$ cat config.mk
export PLATFORM = sky130hd
export DESIGN_NAME = cordic_sweep_initiator_flat
export DESIGN_NICKNAME = d
export VERILOG_FILES = /design/src/rtl/cordic_sweep_initiator_if.sv /design/src/rtl/cordic_sweep_initiator.sv /design/src/flat_wrapper.sv
export SDC_FILE = /design/constraint.sdc
export NUM_CORES = 1
export LEC_CHECK = 0
export CAP_MARGIN = 20
export CORE_UTILIZATION = 53
export DETAILED_ROUTE_END_ITERATION = 8
export GPL_TIMING_DRIVEN = 0
export PLACE_DENSITY = 0.86
export SYNTH_ARGS = -nofsm -noshare
export SYNTH_HDL_FRONTEND = slang
export SYNTH_SLANG_ARGS = --single-unit
export TNS_END_PERCENT = 30
$ cat constraint.sdc
create_clock -name clk -period 6.5 [get_ports clk]
set_clock_uncertainty 0.1 [all_clocks]
set_input_delay 1.3 -clock clk [delete_from_list [all_inputs] [get_ports clk]]
set_output_delay 1.3 -clock clk [all_outputs]
set_load 0.01 [all_outputs]
$ cat src/rtl/cordic_sweep_initiator_if.sv
// ---------------------------------------------------------------------------
// cordic_sweep_initiator_if
// Groups the three valid/ready streams of the CORDIC sweep initiator:
//   req_*  : angle/amplitude request to the CORDIC (initiator -> CORDIC)
//   rsp_*  : cos/sin result from the CORDIC        (CORDIC -> initiator)
//   smp_*  : indexed sample output stream          (initiator -> downstream)
// Modports:
//   master : the initiator's view (drives req_*, rsp_ready, smp_*)
//   slave  : the CORDIC/downstream view
// ---------------------------------------------------------------------------
interface cordic_sweep_initiator_if #(
    parameter int unsigned XY_W    = 16,
    parameter int unsigned ANGLE_W = 32,
    parameter int unsigned CNT_W   = 16
);
    logic               req_valid;
    logic               req_ready;
    logic [XY_W-1:0]    req_x;
    logic [XY_W-1:0]    req_y;
    logic [ANGLE_W-1:0] req_z;

    logic               rsp_valid;
    logic               rsp_ready;
    logic [XY_W-1:0]    rsp_cos;
    logic [XY_W-1:0]    rsp_sin;

    logic               smp_valid;
    logic               smp_ready;
    logic [XY_W-1:0]    smp_cos;
    logic [XY_W-1:0]    smp_sin;
    logic [CNT_W-1:0]   smp_idx;
    logic               smp_last;

    modport master (
        output req_valid, req_x, req_y, req_z,
        input  req_ready,
        input  rsp_valid, rsp_cos, rsp_sin,
        output rsp_ready,
        output smp_valid, smp_cos, smp_sin, smp_idx, smp_last,
        input  smp_ready
    );

    modport slave (
        input  req_valid, req_x, req_y, req_z,
        output req_ready,
        output rsp_valid, rsp_cos, rsp_sin,
        input  rsp_ready,
        input  smp_valid, smp_cos, smp_sin, smp_idx, smp_last,
        output smp_ready
    );
endinterface

$ cat src/rtl/cordic_sweep_initiator.sv
// ---------------------------------------------------------------------------
// cordic_sweep_initiator
// Generates a phase sweep (start angle, step, sample count), issues each
// angle with a fixed amplitude to a rotation-mode CORDIC, collects the
// returned cos/sin pairs and re-emits them with a 0-based index and a last
// flag. In-flight CORDIC requests are bounded by a credit counter (MAX_OUT).
//
// Ports:
//   clk, rst          : clock, synchronous active-high reset
//   start             : begin sweep (sampled only when idle)
//   cfg_phase0/step   : first angle / per-sample increment (mod 2^ANGLE_W)
//   cfg_count/cfg_amp : number of samples / x_start amplitude
//   busy, done        : sweep in progress / one-cycle completion pulse
//   bus (master)      : req_*, rsp_*, smp_* streams
// Optional (macro CORDIC_SWEEP_ABORT_EN):
//   abort             : stop issuing, drain outstanding responses
//   aborted           : high during the done pulse of an aborted sweep
// ---------------------------------------------------------------------------
module cordic_sweep_initiator #(
    parameter int unsigned XY_W    = 16,
    parameter int unsigned ANGLE_W = 32,
    parameter int unsigned CNT_W   = 16,
    parameter int unsigned MAX_OUT = 8
) (
    input  logic               clk,
    input  logic               rst,
    input  logic               start,
    input  logic [ANGLE_W-1:0] cfg_phase0,
    input  logic [ANGLE_W-1:0] cfg_step,
    input  logic [CNT_W-1:0]   cfg_count,
    input  logic [XY_W-1:0]    cfg_amp,
    output logic               busy,
    output logic               done,
`ifdef CORDIC_SWEEP_ABORT_EN
    input  logic               abort,
    output logic               aborted,
`endif
    cordic_sweep_initiator_if.master bus
);
    localparam int unsigned OUT_W = $clog2(MAX_OUT + 1);

`ifdef CORDIC_SWEEP_ABORT_EN
    typedef enum logic [1:0] {S_IDLE, S_RUN, S_DONE, S_DRAIN} state_t;
`else
    typedef enum logic [1:0] {S_IDLE, S_RUN, S_DONE} state_t;
`endif

    state_t             state_q, state_d;
    logic [ANGLE_W-1:0] phase_q, phase_d;
    logic [ANGLE_W-1:0] step_q, step_d;
    logic [CNT_W-1:0]   count_q, count_d;
    logic [XY_W-1:0]    amp_q, amp_d;
    logic [CNT_W-1:0]   issued_q, issued_d;
    logic [CNT_W-1:0]   recv_q, recv_d;
    logic [OUT_W-1:0]   outs_q, outs_d;
    logic               smp_valid_q, smp_valid_d;
    logic [XY_W-1:0]    smp_cos_q, smp_cos_d;
    logic [XY_W-1:0]    smp_sin_q, smp_sin_d;
    logic [CNT_W-1:0]   smp_idx_q, smp_idx_d;
    logic               smp_last_q, smp_last_d;
`ifdef CORDIC_SWEEP_ABORT_EN
    logic               aborted_q, aborted_d;
`endif

    logic req_valid, rsp_ready;
    logic req_hs, rsp_hs, smp_hs;

    always_comb begin
        state_d     = state_q;
        phase_d     = phase_q;
        step_d      = step_q;
        count_d     = count_q;
        amp_d       = amp_q;
        issued_d    = issued_q;
        recv_d      = recv_q;
        outs_d      = outs_q;
        smp_valid_d = smp_valid_q;
        smp_cos_d   = smp_cos_q;
        smp_sin_d   = smp_sin_q;
        smp_idx_d   = smp_idx_q;
        smp_last_d  = smp_last_q;
`ifdef CORDIC_SWEEP_ABORT_EN
        aborted_d   = aborted_q;
`endif
        req_valid   = 1'b0;
        rsp_ready   = 1'b0;
        busy        = 1'b0;
        done        = 1'b0;
        req_hs      = 1'b0;
        rsp_hs      = 1'b0;
        smp_hs      = smp_valid_q && bus.smp_ready;

        // Delivered sample frees the output register; a same-cycle load
        // below re-arms it.
        if (smp_hs) begin
            smp_valid_d = 1'b0;
        end

        case (state_q)
            S_IDLE: begin
                rsp_ready = 1'b1;   // stray responses are discarded
                if (start) begin
                    phase_d  = cfg_phase0;
                    step_d   = cfg_step;
                    count_d  = cfg_count;
                    amp_d    = cfg_amp;
                    issued_d = '0;
                    recv_d   = '0;
                    outs_d   = '0;
`ifdef CORDIC_SWEEP_ABORT_EN
                    aborted_d = 1'b0;
`endif
                    state_d  = (cfg_count != '0) ? S_RUN : S_DONE;
                end
            end

            S_RUN: begin
                busy      = 1'b1;
                req_valid = (issued_q < count_q) && (outs_q < OUT_W'(MAX_OUT));
`ifdef CORDIC_SWEEP_ABORT_EN
                if (abort) begin
                    req_valid = 1'b0;
                end
`endif
                rsp_ready = !smp_valid_q || bus.smp_ready;
                req_hs    = req_valid && bus.req_ready;
                // A response with nothing outstanding is a protocol error: drop it.
                rsp_hs    = bus.rsp_valid && rsp_ready && (outs_q != '0);

                if (req_hs) begin
                    phase_d  = phase_q + step_q;
                    issued_d = issued_q + 1'b1;
                end
                if (rsp_hs) begin
                    smp_valid_d = 1'b1;
                    smp_cos_d   = bus.rsp_cos;
                    smp_sin_d   = bus.rsp_sin;
                    smp_idx_d   = recv_q;
                    smp_last_d  = (recv_q == count_q - 1'b1);
                    recv_d      = recv_q + 1'b1;
                end
                if (smp_hs && smp_last_q) begin
                    state_d = S_DONE;
                end
`ifdef CORDIC_SWEEP_ABORT_EN
                if (abort) begin
                    state_d   = S_DRAIN;
                    aborted_d = 1'b1;
                end
`endif
            end

`ifdef CORDIC_SWEEP_ABORT_EN
            S_DRAIN: begin
                busy      = 1'b1;
                rsp_ready = 1'b1;
                rsp_hs    = bus.rsp_valid && (outs_q != '0);
                if ((outs_q == '0) && !smp_valid_q) begin
                    state_d = S_DONE;
                end
            end
`endif

            S_DONE: begin
                done    = 1'b1;
                state_d = S_IDLE;
            end

            default: begin
                state_d = S_IDLE;
            end
        endcase

        case ({req_hs, rsp_hs})
            2'b10:   outs_d = outs_q + 1'b1;
            2'b01:   outs_d = outs_q - 1'b1;
            default: outs_d = outs_d;
        endcase
    end

    always_ff @(posedge clk) begin
        if (rst) begin
            state_q     <= S_IDLE;
            phase_q     <= '0;
            step_q      <= '0;
            count_q     <= '0;
            amp_q       <= '0;
            issued_q    <= '0;
            recv_q      <= '0;
            outs_q      <= '0;
            smp_valid_q <= 1'b0;
            smp_cos_q   <= '0;
            smp_sin_q   <= '0;
            smp_idx_q   <= '0;
            smp_last_q  <= 1'b0;
`ifdef CORDIC_SWEEP_ABORT_EN
            aborted_q   <= 1'b0;
`endif
        end else begin
            state_q     <= state_d;
            phase_q     <= phase_d;
            step_q      <= step_d;
            count_q     <= count_d;
            amp_q       <= amp_d;
            issued_q    <= issued_d;
            recv_q      <= recv_d;
            outs_q      <= outs_d;
            smp_valid_q <= smp_valid_d;
            smp_cos_q   <= smp_cos_d;
            smp_sin_q   <= smp_sin_d;
            smp_idx_q   <= smp_idx_d;
            smp_last_q  <= smp_last_d;
`ifdef CORDIC_SWEEP_ABORT_EN
            aborted_q   <= aborted_d;
`endif
        end
    end

    assign bus.req_valid = req_valid;
    assign bus.req_x     = amp_q;
    assign bus.req_y     = '0;
    assign bus.req_z     = phase_q;
    assign bus.rsp_ready = rsp_ready;
    assign bus.smp_valid = smp_valid_q;
    assign bus.smp_cos   = smp_cos_q;
    assign bus.smp_sin   = smp_sin_q;
    assign bus.smp_idx   = smp_idx_q;
    assign bus.smp_last  = smp_last_q;
`ifdef CORDIC_SWEEP_ABORT_EN
    assign aborted = aborted_q && (state_q == S_DONE);
`endif
endmodule

$ cat src/flat_wrapper.sv
// flat-port wrapper written by rule: the top's interface ports become plain ports
module cordic_sweep_initiator_flat 
#(
    parameter int unsigned XY_W    = 16,
    parameter int unsigned ANGLE_W = 32,
    parameter int unsigned CNT_W   = 16,
    parameter int unsigned MAX_OUT = 8
)
  (clk, rst, start, cfg_phase0, cfg_step, cfg_count, cfg_amp, busy, done, bus_req_valid, bus_req_x, bus_req_y, bus_req_z, bus_req_ready, bus_rsp_valid, bus_rsp_cos, bus_rsp_sin, bus_rsp_ready, bus_smp_valid, bus_smp_cos, bus_smp_sin, bus_smp_idx, bus_smp_last, bus_smp_ready);
  cordic_sweep_initiator_if #(.XY_W(XY_W), .ANGLE_W(ANGLE_W), .CNT_W(CNT_W)) bus_i ();
  input  logic clk;
  input  logic rst;
  input  logic start;
  input  logic [ANGLE_W-1:0] cfg_phase0;
  input  logic [ANGLE_W-1:0] cfg_step;
  input  logic [CNT_W-1:0] cfg_count;
  input  logic [XY_W-1:0] cfg_amp;
  output logic busy;
  output logic done;
  output wire logic [$bits(bus_i.req_valid)-1:0] bus_req_valid;
  output wire logic [$bits(bus_i.req_x)-1:0] bus_req_x;
  output wire logic [$bits(bus_i.req_y)-1:0] bus_req_y;
  output wire logic [$bits(bus_i.req_z)-1:0] bus_req_z;
  input wire logic [$bits(bus_i.req_ready)-1:0] bus_req_ready;
  input wire logic [$bits(bus_i.rsp_valid)-1:0] bus_rsp_valid;
  input wire logic [$bits(bus_i.rsp_cos)-1:0] bus_rsp_cos;
  input wire logic [$bits(bus_i.rsp_sin)-1:0] bus_rsp_sin;
  output wire logic [$bits(bus_i.rsp_ready)-1:0] bus_rsp_ready;
  output wire logic [$bits(bus_i.smp_valid)-1:0] bus_smp_valid;
  output wire logic [$bits(bus_i.smp_cos)-1:0] bus_smp_cos;
  output wire logic [$bits(bus_i.smp_sin)-1:0] bus_smp_sin;
  output wire logic [$bits(bus_i.smp_idx)-1:0] bus_smp_idx;
  output wire logic [$bits(bus_i.smp_last)-1:0] bus_smp_last;
  input wire logic [$bits(bus_i.smp_ready)-1:0] bus_smp_ready;
  assign bus_req_valid = bus_i.req_valid;
  assign bus_req_x = bus_i.req_x;
  assign bus_req_y = bus_i.req_y;
  assign bus_req_z = bus_i.req_z;
  assign bus_i.req_ready = bus_req_ready;
  assign bus_i.rsp_valid = bus_rsp_valid;
  assign bus_i.rsp_cos = bus_rsp_cos;
  assign bus_i.rsp_sin = bus_rsp_sin;
  assign bus_rsp_ready = bus_i.rsp_ready;
  assign bus_smp_valid = bus_i.smp_valid;
  assign bus_smp_cos = bus_i.smp_cos;
  assign bus_smp_sin = bus_i.smp_sin;
  assign bus_smp_idx = bus_i.smp_idx;
  assign bus_smp_last = bus_i.smp_last;
  assign bus_i.smp_ready = bus_smp_ready;
  cordic_sweep_initiator #(.XY_W(XY_W), .ANGLE_W(ANGLE_W), .CNT_W(CNT_W), .MAX_OUT(MAX_OUT)) u_core (.clk(clk), .rst(rst), .start(start), .cfg_phase0(cfg_phase0), .cfg_step(cfg_step), .cfg_count(cfg_count), .cfg_amp(cfg_amp), .busy(busy), .done(done), .bus(bus_i));
endmodule
==> run summary, run 1 <==
max-slew violations: 0
RSZ-0062 raised after global routing: no
placed wire-length estimate: 23.1 mm
Root Buffer: clkbuf_16
post-place setup slack: 1970 ps
Worst R2R Path Depth: 14
Vias: 10100
FILL cells: 1442
worst hold path startpoint: u_core.bus.smp_cos[10]
Finished Cell Area: 13000 um^2
fin worst setup slack: 2080 ps
final WL: 30.9 mm
CTS buffer count: 17
ys flop type: dfxtp_1
Synth top area share: 0.379
Overflow after GRT: 0
Hold Path End: u_core.bus.smp_cos[10]
# port buffers: 234
Die Height: 137 um
die area: 18900 um^2
kind of critical path: reg -> out
1st-pass router iterations: 5
final worst path period need: 4420 ps
Via density: 5.68
Worst EP arrival: 3020 ps
routability cong.: 0.923
global-route wire length before repair: 46.9 mm
cell taking the most area after synthesis: dfxtp_1
multiplexer share of the synthesized area: 0.00618
r2r setup slk: 2980 ps
share of cells above drive strength 1: 0.0474
endpoints failing setup: 0
Post-Syn Area per Cell: 7.72 um^2
synthesized cell area: 9720 um^2
Post-synth EDFFs: 0
largest family of logic cells by synthesized area: simple AND/OR/NAND/NOR gates
FP Rows: 49
n_diodes: 0
Compound-Gate Fraction of Synth Area: 0.198
post-synthesis sequential area ratio: 0.379
Initial DRC Count: 770
largest net degree at the start of global routing: 20
Final TNS setup: 0 ps
#FFs+latches synth: 184
ys async rst share: 0
post_cts resized: 0
Synth area leaders: dfxtp_1 (38%), nand2_1 (12%), a21oi_1 (8.6%)
CTS tree: done
worst endpoint required time: 5100 ps
drt wl/cell: 17.5 um
Area after DPL: 12400 um^2
Clock Pin Slew Worst Setup and Hold Paths: 80 ps
Syn Inst Count: 1259
Area Overhead vs Synth: 33.6%
FF-to-FF Start: u_core.count_q[2]
Post-layout nets: 1716
adder-cell share of the synthesized area: 0.0723
Post-CTS Setup Bufs: 0
reg2reg end: u_core.outs_q[3]
Hold Vio Cnt, Final: 0
Worst-Skew Late Latency: 440 ps
core area: 18000 um^2
f_max: 226 MHz
Worst Setup Start Kind: flip-flop
power density cells: 226 nW/um^2
die span in x: 137 um
final core occ: 0.723
I/O pins: 252
post-synthesis cell type count: 66
Clock Tree Buf Depth: 2
Final ANT Viol Nets: 0
worst-path maximum fanout: 10
Max-cap violations: 0
Tightest Pin Transition: 1050 ps
crit share post-route: 0.680
Synth Area in Simple Gates: 0.229
antenna violations before repair: 0
Ys Warns: 0
status: completed
H-tree depth: 4
Synth Area in XOR/XNOR: 0.0613
post-cts hold buffer count: 0
Hold Path Depth: 2
worst vdd ir: 0.000192 V
Initial Utilization: 0.541
endpoint type of the worst setup path: output pin
Slew HR: 0.295
Tot GR Track Use: 0.324
Min-Delay Path Class: reg -> reg
P_leak: 4.98 nW
vias in the first global route: 9450
clock sinks: 184
# DRC: 0
-- flip-flops by register name (all words and copies together) (netlist names) --
register              flops
u_core.count_q           16
u_core.outs_q             4
u_core.bus.smp_cos       16
u_core.bus.smp_valid      1
u_core.bus.smp_last       1
u_core.step_q            32
u_core.bus.req_x         16
u_core.recv_q            16
u_core.bus.smp_sin       16
u_core.bus.req_z         32
u_core.state_q            2
u_core.issued_q          16
u_core.bus.smp_idx       16
-- critical path: stages (launching register included) --
cell	delay (ps)
dfxtp_1	440
nand2b_1	80
clkbuf_1	210
inv_2	140
clkbuf_1	450
clkbuf_1	610
clkdlybuf4s50_1	660
-- cell usage after synthesis (3+ instances only) --
cell type,number
and2_1,3
xnor2_1,40
and3_1,13
a21boi_0,3
nor3b_1,3
o21ai_1,3
nor3_1,25
xor2_1,28
o21bai_1,5
a31oi_1,11
ha_1,53
buf_2,8
mux2i_1,6
buf_4,16
o31ai_1,5
and4_1,3
dfxtp_1,184
a21oi_1,167
o211ai_1,8
or2_2,3
a211oi_1,20
buf_1,9
nor2_1,83
nor2b_1,7
a21o_1,14
inv_1,27
nand3_1,23
nor4_1,8
nand2b_1,7
nand2_1,298
clkbuf_1,57
inv_2,3
or3_1,8
o21ai_0,29
o21a_1,6
a311oi_1,16
nand4_1,15
-- placed cells by master, fill, tap and decap left out, drive strengths merged, types with 8 or more instances in the layout --
master	instances
a211oi	20
clkdlybuf4s50	234
nor2	84
xnor2	40
clkbuf	74
nand3	23
and3	13
nor4	9
buf	33
a21oi	168
o211ai	9
xor2	28
conb	16
nand4	15
a31oi	11
a21o	14
nand2	298
ha	53
inv	37
a311oi	16
o21ai	32
nor3	26
or3	8
dfxtp	184
-- per-layer routing --
| layer | routed length [um] | track usage |
|---|---|---|
| met5 | 0 | 0 |
| met4 | 932 | 0.141 |
| met3 | 2330 | 0.0633 |
| met2 | 14900 | 0.539 |
| met1 | 12800 | 0.406 |
-- power breakdown --
| part | total, mW | switching [mW] | internal (mW) |
|---|---|---|---|
| clock network | 1.02 | 0.511 | 0.513 |
| logic | 0.675 | 0.373 | 0.302 |
| registers | 1.24 | 0.0547 | 1.18 |
-- worst max path at each step --
stage,from,endpoint,slack (ps),cells past startpoint
2_1_floorplan,bus_smp_ready,u_core.outs_q[3],2940,13
3_3_place_gp,bus_smp_ready,u_core.outs_q[3],1990,14
3_5_place_dp,bus_smp_ready,u_core.outs_q[3],1970,14
4_1_cts,u_core.state_q[0],busy,2140,6
5_1_grt,u_core.state_q[0],busy,1940,6
6_report,u_core.state_q[0],busy,2080,6
-- cells by family (layout without fill, tap and decap cells) --
group,Yosys count,after routing
flops,184,184
simple gates,511,511
xor+xnor,68,68
compound gates,314,314
other cells,1,16
buf+inv,120,386
fa+ha+maj,55,55
mux,6,6
-- through the flow --
step                total power [mW]  std cells  hold slack [ps]
global placement                1.90       1737              341
CTS                             2.93       1769              356
floorplan                       1.64       1274              340
global route                    3.04       1769              374
detailed placement              1.92       1737              346
finish                          2.94       1769              356
-- final cells by class --
type / instances / area, um^2 / share of cell area
Multi-Input combinational cell: 970 / 5570 / 0.429
Buffer: 90 / 408 / 0.0314
Clock inverter: 15 / 156 / 0.0120
Clock buffer: 17 / 425 / 0.0328
Sequential cell: 184 / 3680 / 0.284
Timing Repair Buffer: 234 / 2340 / 0.180
Tap cell: 229 / 287 / 0.0221
Inverter: 30 / 113 / 0.00867
(Power assumes the default switching activity.)
==> run 2, diff against run 1 <==
Settings changed: CORE_UTILIZATION 53 to 50, PLACE_DENSITY 0.86 to 0.82.
Clock period 6.5 ns to 4.15 ns, I/O delays scaled along.
==> run summary, run 2 (synthesis results as in run 1) <==
status: completed
Initial Utilization: 0.515 (-0.0266)
H-tree depth: 4 (unchanged)
antenna violations before repair: 1 (+1)
final worst path period need: 3900 ps
worst-path maximum fanout: 10 (unchanged)
multi-input logic area: 5570 um^2 (unchanged)
power density cells: 353 nW/um^2 (+56%)
Finished Cell Area: 13000 um^2 (+0.25%)
Via density: 5.58 (-1.8%)
Clock Pin Slew Worst Setup and Hold Paths: 70 ps (about the same)
reg2reg end: u_core.outs_q[1]
Root Buffer: clkbuf_16
worst endpoint required time: 3220 ps (-1880 ps)
fin worst setup slack: 248 ps (-1830 ps)
Overflow after GRT: 0 (unchanged)
FP Rows: 50 (+2.0%)
1st-pass router iterations: 5 (unchanged)
Post-layout nets: 1716 (unchanged)
n_diodes: 0 (unchanged)
worst hold path startpoint: u_core.bus.req_x[13]
Area after DPL: 12400 um^2 (+0.31%)
Vias: 10000 (-0.16%)
Max-cap violations: 0 (unchanged)
post-cts hold buffer count: 0 (unchanged)
RSZ-0062 raised after global routing: no
FILL cells: 1598 (+11%)
final WL: 31.1 mm (+0.49%)
Post-CTS Setup Bufs: 0 (unchanged)
Final TNS setup: 0 ps (unchanged)
Area Overhead vs Synth: 33.9%
Min-Delay Path Class: reg -> reg
most frequent cells in the layout: nand2_1 (298), clkdlybuf4s50_1 (234), dfxtp_1 (184), a21oi_1 (167), nor2_1 (83)
Final ANT Viol Nets: 0 (unchanged)
global-route wire length before repair: 49.1 mm (+4.7%)
most common cell after layout, fill and taps aside: nand2_1
met2 Use GR: 0.509 (-0.0297)
largest net degree at the start of global routing: 17 (-15%)
kind of critical path: reg -> out
placed wire-length estimate: 23.2 mm (+0.26%)
Worst-Skew Late Latency: 440 ps (about the same)
drt wl/cell: 17.3 um (-1.2%)
Slew HR: 0.320 (+0.0254)
share of cells above drive strength 1: 0.0468 (-0.000619)
Tot GR Track Use: 0.313 (-0.0109)
die span in x: 141 um (+2.9%)
endpoint type of the worst setup path: output pin
Tightest Pin Transition: 1010 ps (-37.8 ps)
Worst EP arrival: 2970 ps (-50 ps)
P_leak: 4.97 nW (-0.14%)
Worst R2R Path Depth: 13 (-1)
register area: 3680 um^2 (unchanged)
endpoints failing setup: 0 (unchanged)
core area: 18900 um^2 (+5.2%)
post-place setup slack: 49.3 ps (-1920 ps)
# port buffers: 234 (unchanged)
FF-to-FF Start: u_core.count_q[3]
r2r setup slk: 520 ps (-2460 ps)
Clock Tree Buf Depth: 2 (unchanged)
worst vdd ir: 0.000298 V (+56%)
Hold Vio Cnt, Final: 0 (unchanged)
Die Height: 141 um (+2.9%)
# DRC: 0 (unchanged)
CTS buffer count: 17 (unchanged)
I/O pins: 252 (unchanged)
clock sinks: 184 (unchanged)
Worst Setup Start Kind: flip-flop
Initial DRC Count: 615 (-20%)
Hold Path Depth: 2 (unchanged)
CTS tree: done
crit share post-route: 0.940
f_max: 256 MHz
max-slew violations: 0 (unchanged)
met1 usage: 0.401 (-0.00488)
M3 GR Usage: 0.0675 (+0.00422)
Hold Path End: u_core.bus.req_x[13]
vias in the first global route: 9771 (+3.4%)
GRT busiest layer: met2
routability cong.: 0.944 (+2.3%)
post_cts resized: 0 (unchanged)
die area: 20000 um^2 (+5.9%)
run 2: area by class of cell:
type / count / area share
plain buffers: 90 / 0.0313
clock buffers: 21 / 0.0369
clock inverters: 10 / 0.00730
inverters: 30 / 0.00865
multi-input cells: 970 / 0.428
flip-flops and latches: 184 / 0.283
well taps: 260 / 0.0250
repair buffers: 234 / 0.180
run 2: metal layers:
metal  up-vias  part of all wire  wire length [um]
met5         -                 0                 0
met4         0             0.034              1050
met3        77             0.077              2410
met2       423              0.47             14400
met1      4682              0.42             13200
li1       4858                 -                 -
run 2: report_power, final:
part,switching (mW),internal [mW],total (mW)
Clock,0.718,0.888,1.61
Sequential,0.0869,1.85,1.94
Combinational,0.578,0.474,1.05
run 2: worst max-delay path by stage:
stage,from,slack (ps),cells after the start,to
floorplan,bus_smp_ready,1060,13,u_core.outs_q[3]
global route,u_core.state_q[0],170,6,busy
CTS,u_core.state_q[0],310,6,busy
finish,u_core.state_q[0],250,6,busy
global placement,bus_smp_ready,80,14,u_core.outs_q[3]
detailed placement,bus_smp_ready,50,14,u_core.outs_q[3]
run 2: through the flow:
stage / std cells / hold WS (ps) / util / power, mW
after floorplan: 1274 / 340 / - / 2.56
after global placement: 1768 / 341 / 0.659 / 2.99
after detailed placement: 1768 / 346 / 0.659 / 3.01
after CTS: 1799 / 354 / 0.689 / 4.59
after global routing: 1799 / 371 / 0.689 / 4.78
final: 1799 / 353 / 0.689 / 4.60
run 2: critical path, cell delays in order, from the launching register on:
cell	delay, ps
dfxtp_1	440
nand2b_1	80
clkbuf_1	210
inv_2	140
clkbuf_1	410
clkbuf_1	590
clkdlybuf4s50_1	660
==> run 3, diff against run 2 <==
Settings changed: CORE_MARGIN set to 8.
==> run summary, run 3 (synthesis results as in run 1) <==
FILL cells: 1640 (+2.6%)
crit share post-route: 0.956 (+0.0157)
CP Cell Sequence: nand2b_1 -> clkbuf_1 -> inv_2 -> clkbuf_1 -> clkbuf_1 -> clkdlybuf4s50_1
largest net degree at the start of global routing: 18 (+1)
Root Buffer: clkbuf_16
worst vdd ir: 0.000290 V (-2.6%)
die area: 24200 um^2 (+21%)
drt wl/cell: 17.9 um (+3.9%)
most frequent CP cell: clkbuf_1
global-route wire length before repair: 50.9 mm (+3.6%)
Die Height: 155 um (+9.9%)
Final TNS setup: 0 ps (unchanged)
Overflow after GRT: 0 (unchanged)
Area Overhead vs Synth: 34.6%
# port buffers: 234 (unchanged)
post-place setup slack: 14.1 ps (-35.2 ps)
FF-to-FF Start: u_core.state_q[1]
Final ANT Viol Nets: 0 (unchanged)
Clock Tree Buf Depth: 2 (unchanged)
worst endpoint required time: 3220 ps (about the same)
Worst Setup Start Kind: flip-flop
Tightest Pin Transition: 1020 ps (+10.1 ps)
Vias: 10100 (+0.29%)
die span in x: 155 um (+9.9%)
Min-Delay Path Class: reg -> reg
H-tree depth: 4 (unchanged)
share of cells above drive strength 1: 0.0474 (+0.000619)
Hold Vio Cnt, Final: 0 (unchanged)
CTS tree: done
placed wire-length estimate: 24.8 mm (+7.1%)
critical path's slowest cell: clkdlybuf4s50_1
worst hold path startpoint: u_core.bus.req_x[14]
final worst path period need: 3970 ps (+65.1 ps)
f_max: 252 MHz (-1.6%)
endpoints failing setup: 0 (unchanged)
status: completed
Via density: 5.58 (about the same)
final WL: 32.4 mm (+4.3%)
most common cell after layout, fill and taps aside: nand2_1
Worst EP arrival: 3040 ps (+70 ps)
routability cong.: 0.932 (-1.3%)
endpoint type of the worst setup path: output pin
FP Rows: 51 (+2.0%)
max-slew violations: 0 (unchanged)
core area: 19300 um^2 (+2.0%)
CTS buffer count: 17 (unchanged)
antenna violations before repair: 2 (+1)
crit path launch: u_core.state_q[0]
worst-path maximum fanout: 10 (unchanged)
power density cells: 365 nW/um^2 (+3.3%)
kind of critical path: reg -> out
most frequent cells in the layout: nand2_1 (298), clkdlybuf4s50_1 (234), dfxtp_1 (184), a21oi_1 (167), nor2_1 (83)
critical path's top delay family: buffers and inverters
fin worst setup slack: 183 ps (-65.1 ps)
Worst-Skew Late Latency: 440 ps (about the same)
P_leak: 5.01 nW (+0.76%)
Buf/Inv on CP: 5 (unchanged)
Initial DRC Count: 747 (+21%)
final cell count without fillers: 1805 (+0.33%)
n_diodes: 0 (unchanged)
Tot GR Track Use: 0.262 (-0.0506)
post_cts resized: 0 (unchanged)
Max-cap violations: 0 (unchanged)
post-cts hold buffer count: 0 (unchanged)
Cell Count Post-Placement: 1773 (+0.28%)
slowest stage delay, CP: 670 ps (about the same)
vias in the first global route: 9934 (+1.7%)
Initial Utilization: 0.504 (-0.0101)
1st-pass router iterations: 5 (unchanged)
clock sinks: 184 (unchanged)
I/O pins: 252 (unchanged)
RSZ-0062 raised after global routing: no
Slew HR: 0.314 (-0.00679)
Post-CTS Setup Bufs: 0 (unchanged)
# DRC: 0 (unchanged)
Clock Pin Slew Worst Setup and Hold Paths: 70 ps (about the same)
Post-layout nets: 1716 (unchanged)
run 3: cell types whose count changed in the layout (fill, tap and decap cells not counted):
cell / delta
clkinvlp_4: -3
clkinv_2: -1
bufinv_16: +3
inv_8: +1
clkbuf_8: -4
inv_6: +4
clkinv_4: +1
run 3: area by class of cell:
| class | count | area [um^2] | share of cell area |
|---|---|---|---|
| clock buffer | 17 | 425 | 0.0325 |
| clock inverter | 15 | 213 | 0.0162 |
| buffer | 90 | 408 | 0.0312 |
| timing repair buffer | 234 | 2340 | 0.179 |
| tap | 265 | 332 | 0.0253 |
| sequential | 184 | 3680 | 0.281 |
| multi-input combinational | 970 | 5570 | 0.426 |
| inverter | 30 | 113 | 0.00860 |
run 3: worst paths after layout:
kind	end	slack, ps	cells after the start
min	u_core.bus.req_x[14]	350	2
min reg2reg	u_core.bus.req_x[14]	350	2
max reg2reg	u_core.outs_q[3]	610	15
max	busy	180	6
run 3: tightest hold or removal path: stages (launching register included):
cell and delay [ps]:
dfxtp_1 310, nand2_1 50, a21oi_1 50
run 3: through the flow:
step	cell area, um^2	hold slack [ps]	utilization	power [mW]
global placement	12500	341	0.646	2.99
CTS	13100	355	0.679	4.77
finish	13100	354	0.679	4.78
global route	13100	371	0.679	4.96
floorplan	9780	340	-	2.56
detailed placement	12500	345	0.646	3.01
run 3: power breakdown:
part / leakage, nW / switching [mW] / internal (mW) / total [mW]
clock network: 0.307 / 0.766 / 1.02 / 1.79
registers: 1.50 / 0.0829 / 1.85 / 1.94
logic: 3.21 / 0.575 / 0.474 / 1.05
run 3: layer usage:
metal,vias to the layer above,GRT usage,wire [um]
li1,4873,-,-
met1,4695,0.300,12900
met2,409,0.455,15800
met4,4,0.113,1140
met3,88,0.0682,2580
met5,-,0,27
